## src/rtl/ipv4_vlg_tx_arb.sv

```systemverilog
// ipv4_vlg_tx_arb: round-robin arbiter that hands the IPv4 TX path to one of N
// packet sources (0 = ICMP, 1 = UDP, 2 = TCP) and muxes its byte stream out.
// Optional packet watchdog compiled in with `define IPV4_VLG_TX_ARB_WATCHDOG_EN.
module ipv4_vlg_tx_arb #(
    parameter int unsigned N       = 3,
    parameter int unsigned TIMEOUT = 4096
) (
    input  logic                   clk,
    input  logic                   rst,
    input  logic [N-1:0]           req,
    input  logic [N*8-1:0]         in_dat,
    input  logic [N-1:0]           in_val,
    input  logic [N-1:0]           in_sof,
    input  logic [N-1:0]           in_eof,
    output logic [N-1:0]           gnt,
    input  logic                   tx_rdy,
    input  logic                   tx_done,
    output logic [7:0]             out_dat,
    output logic                   out_val,
    output logic                   out_sof,
    output logic                   out_eof,
    output logic [$clog2(N)-1:0]   out_sel,
    output logic                   err_to
);

    localparam int unsigned SEL_W = $clog2(N);
    localparam int unsigned DAT_W = 8;

    typedef enum logic [1:0] {
        IDLE      = 2'd0,
        XFER      = 2'd1,
        WAIT_DONE = 2'd2
    } state_e;

    state_e             state_q, state_d;
    logic [N-1:0]       gnt_q, gnt_d;
    logic [SEL_W-1:0]   sel_q, sel_d;
    logic [SEL_W-1:0]   ptr_q, ptr_d;
    logic [DAT_W-1:0]   dat_q, dat_d;
    logic               val_q, val_d;
    logic               sof_q, sof_d;
    logic               eof_q, eof_d;

    logic [SEL_W-1:0]   pick_c;
    logic               found_c;
    int unsigned        idx_c;
    logic               grant_c;
    logic [DAT_W-1:0]   mux_dat_c;
    logic               mux_val_c, mux_sof_c, mux_eof_c;
    logic               eof_hit_c;
    logic               wd_hit_c;

    // Round-robin pick: first requesting index at or after ptr
    always_comb begin
        pick_c  = '0;
        found_c = 1'b0;
        idx_c   = 0;
        for (int unsigned k = 0; k < N; k++) begin
            idx_c = (32'(ptr_q) + k) % N;
            if (!found_c && req[SEL_W'(idx_c)]) begin
                found_c = 1'b1;
                pick_c  = SEL_W'(idx_c);
            end
        end
    end

    assign grant_c = (state_q == IDLE) && tx_rdy && found_c;

    // Stream mux: only the granted lane reaches the output path
    always_comb begin
        mux_dat_c = '0;
        mux_val_c = 1'b0;
        mux_sof_c = 1'b0;
        mux_eof_c = 1'b0;
        for (int unsigned i = 0; i < N; i++) begin
            if (sel_q == SEL_W'(i)) begin
                mux_dat_c = in_dat[DAT_W*i +: DAT_W];
                mux_val_c = in_val[i];
                mux_sof_c = in_sof[i];
                mux_eof_c = in_eof[i];
            end
        end
    end

    assign eof_hit_c = (state_q == XFER) && mux_val_c && mux_eof_c;

`ifdef IPV4_VLG_TX_ARB_WATCHDOG_EN
    localparam int unsigned WD_W = 16;

    logic [WD_W-1:0] wd_q, wd_d;
    logic            err_to_q, err_to_d;

    assign wd_hit_c = (state_q != IDLE) && (wd_q == WD_W'(TIMEOUT - 1));

    // Watchdog count: restarts on every grant, runs while a packet owns the path
    always_comb begin
        wd_d     = wd_q;
        err_to_d = wd_hit_c;
        if (grant_c) begin
            wd_d = '0;
        end else if (state_q != IDLE) begin
            wd_d = wd_q + WD_W'(1);
        end
    end

    // Watchdog registers
    always_ff @(posedge clk) begin
        if (rst) begin
            wd_q     <= '0;
            err_to_q <= 1'b0;
        end else begin
            wd_q     <= wd_d;
            err_to_q <= err_to_d;
        end
    end

    assign err_to = err_to_q;
`else
    logic wd_unused;

    assign wd_unused = |32'(TIMEOUT);
    assign wd_hit_c  = 1'b0;
    assign err_to    = 1'b0;
`endif

    // State register
    always_ff @(posedge clk) begin
        if (rst) begin
            state_q <= IDLE;
        end else begin
            state_q <= state_d;
        end
    end

    // Next-state: grant, stream to eof, wait for TX completion; watchdog overrides
    always_comb begin
        state_d = state_q;
        case (state_q)
            IDLE: begin
                if (grant_c) begin
                    state_d = XFER;
                end
            end
            XFER: begin
                if (eof_hit_c) begin
                    state_d = tx_done ? IDLE : WAIT_DONE;
                end
            end
            WAIT_DONE: begin
                if (tx_done) begin
                    state_d = IDLE;
                end
            end
            default: state_d = IDLE;
        endcase
        if (wd_hit_c) begin
            state_d = IDLE;
        end
    end

    // Output/datapath next values; qualifiers are only live while in XFER
    always_comb begin
        gnt_d = gnt_q;
        sel_d = sel_q;
        ptr_d = ptr_q;
        dat_d = '0;
        val_d = 1'b0;
        sof_d = 1'b0;
        eof_d = 1'b0;
        case (state_q)
            IDLE: begin
                if (grant_c) begin
                    gnt_d = N'(1) << pick_c;
                    sel_d = pick_c;
                    ptr_d = SEL_W'((32'(pick_c) + 1) % N);
                end
            end
            XFER: begin
                dat_d = mux_dat_c;
                val_d = mux_val_c;
                sof_d = mux_sof_c;
                eof_d = mux_eof_c;
                if (eof_hit_c && tx_done) begin
                    gnt_d = '0;
                end
            end
            WAIT_DONE: begin
                if (tx_done) begin
                    gnt_d = '0;
                end
            end
            default: gnt_d = '0;
        endcase
        if (wd_hit_c) begin
            gnt_d = '0;
            if (state_q == XFER) begin
                dat_d = '0;
                val_d = 1'b0;
                sof_d = 1'b0;
                eof_d = 1'b1;
            end
        end
    end

    // Output registers
    always_ff @(posedge clk) begin
        if (rst) begin
            gnt_q <= '0;
            sel_q <= '0;
            ptr_q <= '0;
            dat_q <= '0;
            val_q <= 1'b0;
            sof_q <= 1'b0;
            eof_q <= 1'b0;
        end else begin
            gnt_q <= gnt_d;
            sel_q <= sel_d;
            ptr_q <= ptr_d;
            dat_q <= dat_d;
            val_q <= val_d;
            sof_q <= sof_d;
            eof_q <= eof_d;
        end
    end

    assign gnt     = gnt_q;
    assign out_sel = sel_q;
    assign out_dat = dat_q;
    assign out_val = val_q;
    assign out_sof = sof_q;
    assign out_eof = eof_q;

endmodule
```

## config.mk

```make
export PLATFORM = sky130hd
export DESIGN_NAME = ipv4_vlg_tx_arb
export DESIGN_NICKNAME = d
export VERILOG_FILES = /design/src/rtl/ipv4_vlg_tx_arb.sv
export SDC_FILE = /design/constraint.sdc
export NUM_CORES = 1
export LEC_CHECK = 0
export CAP_MARGIN = 20
export CORE_ASPECT_RATIO = 1.4
export CORE_UTILIZATION = 41
export CTS_CLUSTER_DIAMETER = 30
export DETAILED_ROUTE_END_ITERATION = 10
export PLACE_DENSITY = 0.79
export SYNTH_ARGS = -nofsm -noshare
export SYNTH_HDL_FRONTEND = slang
export SYNTH_SLANG_ARGS = --single-unit
```

## constraint.sdc

```tcl
create_clock -name clk -period 3 [get_ports clk]
set_input_delay 0.45 -clock clk [delete_from_list [all_inputs] [get_ports clk]]
set_output_delay 0.45 -clock clk [all_outputs]
set_load 0.05 [all_outputs]
```

Yosys cells after proc, flatten, opt, wreduce, memory -nomap -nowiden
Index checks and enable logic that the tools add are counted.
Storage, ports and cells
  word-level logic and storage cells: 76
  output and inout port bits: 17
  register bits: 20
  input bits: 40
Operators by class
  add/sub/neg operators: 3
  reductions and logical operators: 15
  divide/modulo/power cells: 4
  order comparisons: 3
  mux-type cells: 33
  shift operators: 1
  bitwise logic cells: 1
  eq/ne operators: 8
Operator list (count)
  32-bit by 2-bit remainder unit with 32-bit output, second input constant: 3
  2-bit by 2-bit remainder unit with 32-bit output, second input constant: 1
  8-bit two-way mux: 3
  1-bit two-way mux: 15
  2-bit two-way mux: 7
  2-bit by 3-bit less-than comparator with 1-bit output, second input constant: 3
  3-bit two-way mux: 3
  3-bit case mux with 3 select lines: 1
  1-bit logical AND: 7
  2-bit by 1-bit adder with 3-bit output, second input constant: 2
  1-bit binary-select mux with 2-bit select: 3
  2-bit inequality test, second input constant: 3
  2-bit case mux with 3 select lines: 1
  3-bit AND reduction: 2
  2-bit by 1-bit equality test with 1-bit output, second input constant: 2
  2-bit equality test, second input constant: 2
  2-bit zero test: 2
  2-bit by 2-bit adder with 3-bit output, second input constant: 1
  1-bit by 2-bit << shifter with 3-bit output, first input constant: 1
  1-bit zero test: 2
  2-bit by 1-bit inequality test with 1-bit output, second input constant: 1
  2-bit AND reduction: 1
  2-bit OR reduction: 1
  1-bit inverter: 1

Depth between registers and ports, before layout
  depth after elaboration: 13
  depth in mapped cells: 10
  depth with buffers taken out: 10

Worst setup path after synthesis
OpenSTA, ideal clock, no wires.
  kind: reg-to-reg
  from: register ptr_q[1]
  to: register ptr_q[1]
  stages on the path, launching flop included: 11
  slack: 0.750 ns
  data required time: 2.872 ns
  library setup time: 0.128 ns
  arrival: 2.123 ns
  clock period less this slack: 2.250 ns
  path buffers: 0
  cells stage by stage: dfxtp_1 -> inv_1 -> ha_1 -> and2b_2 -> or3_1 -> a31o_1 -> o32ai_2 -> inv_1 -> ha_1 -> mux2i_1 -> nor2_1
On the way
  longest elaborated chain between the ends: 12
  elaborated cells on any way between the ends: 25
  classes of those cells: 3 x add/sub; 4 x div; 12 x mux; 6 x reduce/logical
Ends and longest elaborated chain
  start: declaration: line 38  | logic [SEL_W-1:0] ptr_q, ptr_d;
  start signal: assignment: line 218  | ptr_q <= ptr_d;
  branches (longest 9 deep; another with 32-bit by 2-bit remainder unit with 32-bit output)
  2-bit two-way mux *: line 60  | if (!found_c && req[SEL_W'(idx_c)]) begin
  net pick_c[0]: line 44  | logic [SEL_W-1:0] pick_c;
  2-bit by 1-bit adder with 3-bit output *: line 175  | ptr_d = SEL_W'((32'(pick_c) + 1) % N);
  32-bit by 2-bit remainder unit with 32-bit output *: line 175
Mark *: on every way through the listed nets, which the timed path passes. The select of a mux whose other input is x is not followed.
A chain may end at the register's enable or synchronous reset.

Final worst setup path
  from: input req[0]
  to: register ptr_q[1]
On the way
  longest elaborated chain between the ends: 11
  elaborated cells on any way between the ends: 20
  classes of those cells: 1 x add/sub; 1 x div; 12 x mux; 6 x reduce/logical
Ends and longest elaborated chain
  start: declaration: line 10  | input logic [N-1:0] req,
  1-bit binary-select mux with 2-bit select: line 60
  1-bit two-way mux (implied by the code): line 60
  1-bit two-way mux: line 60
  1-bit zero test: line 60
  1-bit logical AND: line 60
  1-bit two-way mux: line 60
  1-bit zero test: line 60
  1-bit logical AND: line 60
  2-bit two-way mux *: line 60
  net pick_c[0]: line 44
  2-bit by 1-bit adder with 3-bit output *: line 175
  32-bit by 2-bit remainder unit with 32-bit output *: line 175
Mark *: on every way through the listed nets, which the timed path passes. The rest lies on a longest branch. The select of a mux whose other input is x is not followed.

==> flow_metrics.py <==
metrics = {
    "place": {
        "place.gp.congestion": 0.894,
        "dpl_cell_area_um2": 1850,
        "io_buffers": 55,
        "hpwl_mm": 2.74,
    },
    "power": {
        "seqPwrFrac_pct": 22.2,
        "p_per_area_nw_per_um2": 847,
        "p_comb_share_pct": 61.3,
        "p_int_mw": 0.904,
        "netSwitchingPower_mw": 0.719,
        "switching_share_pct": 44.3,
        "irDropWorstVdd_mv": 0.485,
        "leakage_nw": 0.734,
        "clkPwrFrac_pct": 16.4,
    },
    "yosys": {
        "synth.area.top_cells": "dfxtp_1 32%, mux2i_1 11%, nor2_1 8.9%",
        "synth_area_um2": 1260,
        "synth_fp_nets": 201,
        "synth_top_area_share_pct": 31.7,
        "async_flop_share_pct": 0,
        "syn_avg_cell_area_um2": 8.27,
        "synth_top_cell_by_area": "dfxtp_1",
        "ys_seq_area_share_pct": 31.7,
        "ys_ff_latch": 20,
        "ys.flop_type": "dfxtp_1",
        "ys_types": 37,
        "ys_warn_count": 0,
        "netlist_instances": 153,
        "synth_edf_count": 0,
    },
    "clock_tree": {
        "clockBufferDepth": 2,
        "cts_hold_buf": 0,
        "cts_tree": "built",
        "clock_latency_ns": 0.26,
        "cts-root-buf": "clkbuf_8",
        "post_cts_buffers": 0,
        "htree_levels": 1,
        "cts_buffers": 3,
        "ctsResizeCount": 0,
        "cts_num_sinks": 20,
        "path_clk_slew_ns": 0.08,
    },
    "sta": {
        "period_needed_ns": 2.55,
        "finalHoldViolCount": 0,
        "rsz0062_at_grt": "no",
        "clock.fmax_mhz": 392,
        "post-route-period-util_pct": 85.1,
        "setup_tns_ns": 0,
        "setup_violations": 0,
        "slew_violations": 0,
        "slew_headroom_pct": 55.5,
        "max_slew.worst_pin.slew_ns": 0.667,
        "clock-skew-final_ns": 0.00472,
    },
    "critical_path": {
        "end_kind": "flip-flop",
        "regToRegSetupSlack_ns": 0.45,
        "crit_start": "req[0]",
        "arrival_ns": 2.69,
        "worstPathRequired_ns": 3.14,
        "r2r-start": "ptr_q[1]",
        "reg2reg_depth": 10,
        "worstSetupStartpointType": "input port",
        "critical_path.max_fanout": 6,
        "crit_type": "in -> reg",
        "r2r-end": "ptr_q[1]",
    },
    "grt": {
        "overflow": 0,
        "first_global_vias": 1200,
        "grt_usage_pct": 21.5,
        "grt_max_degree": 18,
        "antenna_found_initial": 0,
        "grt_pass1_wl_mm": 5.40,
    },
    "floorplan": {
        "rows": 23,
        "ios": 57,
        "die_h_um": 67.7,
        "start_util_pct": 43.5,
        "design.die.area_um2": 3310,
        "die_x_um": 48.9,
        "core-area_um2": 2910,
    },
    "hold_path": {
        "holdPathStages": 2,
        "min_path_type": "reg -> reg",
        "hold_start": "gnt[0]",
        "min_to": "gnt[0]",
    },
    "detailed_routing": {
        "ant_nets": 0,
        "first_pass_iters": 4,
        "wl_per_cell_um": 14.0,
        "wirelength_mm": 3.41,
        "vias_per_cell": 5.25,
        "vias": 1280,
        "drtIter0Drc": 16,
        "drc": 0,
    },
    "final_layout": {
        "nNetsFinal": 256,
        "area_growth_syn_to_layout_pct": 51.5,
        "final_cell_area_um2": 1920,
        "antenna_cells": 0,
        "nFillCells": 252,
        "layout-drive-gt1-share_pct": 5.80,
    },
    "outcome": {
        "status": "finished clean",
    },
    "flow_run": {
        "maxCapViolCount": 0,
    },
}
==> synthesized netlist by cell type (2+ instances only) <==
library cell / count
mux2i_1: 14
clkbuf_1: 5
or3_1: 2
nand2_1: 8
dfxtp_1: 20
a211oi_1: 4
a21boi_0: 2
inv_1: 7
ha_1: 8
nor2b_1: 2
o31ai_1: 3
o21ai_1: 2
nand3b_1: 2
nand2b_1: 3
a21oi_1: 14
nor2_1: 30
nand3_1: 7
==> cell type report <==
| cell class | instances | area, um2 | share of cell area, % |
|---|---|---|---|
| clock inverters | 1 | 30.0 | 1.57 |
| repair buffers | 57 | 566 | 29.5 |
| multi-input cells | 119 | 807 | 42.1 |
| well taps | 37 | 46.3 | 2.42 |
| flip-flops and latches | 20 | 400 | 20.9 |
| inverters | 7 | 26.3 | 1.37 |
| clock buffers | 3 | 41.3 | 2.15 |
==> cell families (layout without fill, tap and decap cells) <==
| kind of cell | after synthesis | count (layout) | synth area share (%) |
|---|---|---|---|
| AND/OR/NAND/NOR | 60 | 60 | 22.1 |
| AO/OA/AOI/OAI | 35 | 35 | 21.7 |
| flip-flops | 20 | 20 | 31.7 |
| multiplexers | 14 | 14 | 11.1 |
| buffers and inverters | 14 | 68 | 4.55 |
| adder cells (fa/ha/maj) | 9 | 9 | 8.70 |
| other | 1 | 1 | 0.296 |
==> critical path, cell delays in order <==
cell             delay [ns]
clkdlybuf4s50_1        0.50
and2b_2                0.25
or3_1                  0.34
a31o_1                 0.21
o32ai_2                0.37
inv_1                  0.13
ha_1                   0.22
mux2i_1                0.15
nor2_1                 0.06
==> cells in the final DEF, fill, tap and decap left out, types with 2 or more instances in the layout <==
cell	count
clkdlybuf4s50_1	55
nor2_1	30
dfxtp_1	20
mux2i_1	14
a21oi_1	14
nand2_1	8
ha_1	8
nand3_1	7
inv_1	7
a211oi_1	4
nand2b_1	3
o31ai_1	3
clkbuf_8	3
or3_1	2
nand3b_1	2
o21ai_1	2
a21boi_0	2
nor2b_1	2
buf_4	2
==> power groups by stage <==
stage | clock network [mW] | logic (mW) | registers, mW
CTS | 0.268 | 0.996 | 0.361
detailed placement | 0 | 0.992 | 0.367
finish | 0.267 | 0.996 | 0.361
global route | 0.275 | 1.08 | 0.368
floorplan | 0 | 0.562 | 0.525
global placement | 0 | 0.956 | 0.364
==> metrics by stage <==
| step | util, % | hold slack, ns | total power, mW | setup slack [ns] | instances |
|---|---|---|---|---|---|
| after detailed placement | 63.5 | 0.473 | 1.36 | 0.204 | 240 |
| after CTS | 65.9 | 0.484 | 1.62 | 0.469 | 244 |
| after global placement | 63.5 | 0.460 | 1.32 | 0.348 | 240 |
| final | 65.9 | 0.482 | 1.62 | 0.448 | 244 |
| after global routing | 65.9 | 0.506 | 1.73 | 0.289 | 244 |
| after floorplan | - | 0.473 | 1.09 | 0.750 | 153 |
==> flip-flops by register name, summed over array words and instances (netlist names) <==
name	flops
out_sel	2
gnt	3
out_val	1
state_q	2
out_sof	1
out_eof	1
out_dat	8
ptr_q	2
==> routing by layer <==
| layer | vias to the layer above | share of wire, % | global-route usage [%] |
|---|---|---|---|
| met3 | 4 | 6.8 | 3.83 |
| met2 | 66 | 51 | 42.2 |
| met4 | 0 | 0.85 | 7.72 |
| li1 | 641 | - | - |
| met1 | 569 | 41 | 22.7 |
| met5 | - | 0 | 0 |
==> how the worst max path moves through the flow <==
stage / to
CTS: ptr_q[1]
finish: ptr_q[1]
detailed placement: ptr_q[1]
global route: ptr_q[1]
floorplan: ptr_q[1]
global placement: ptr_q[1]
Power figures use the tool's default switching activity.
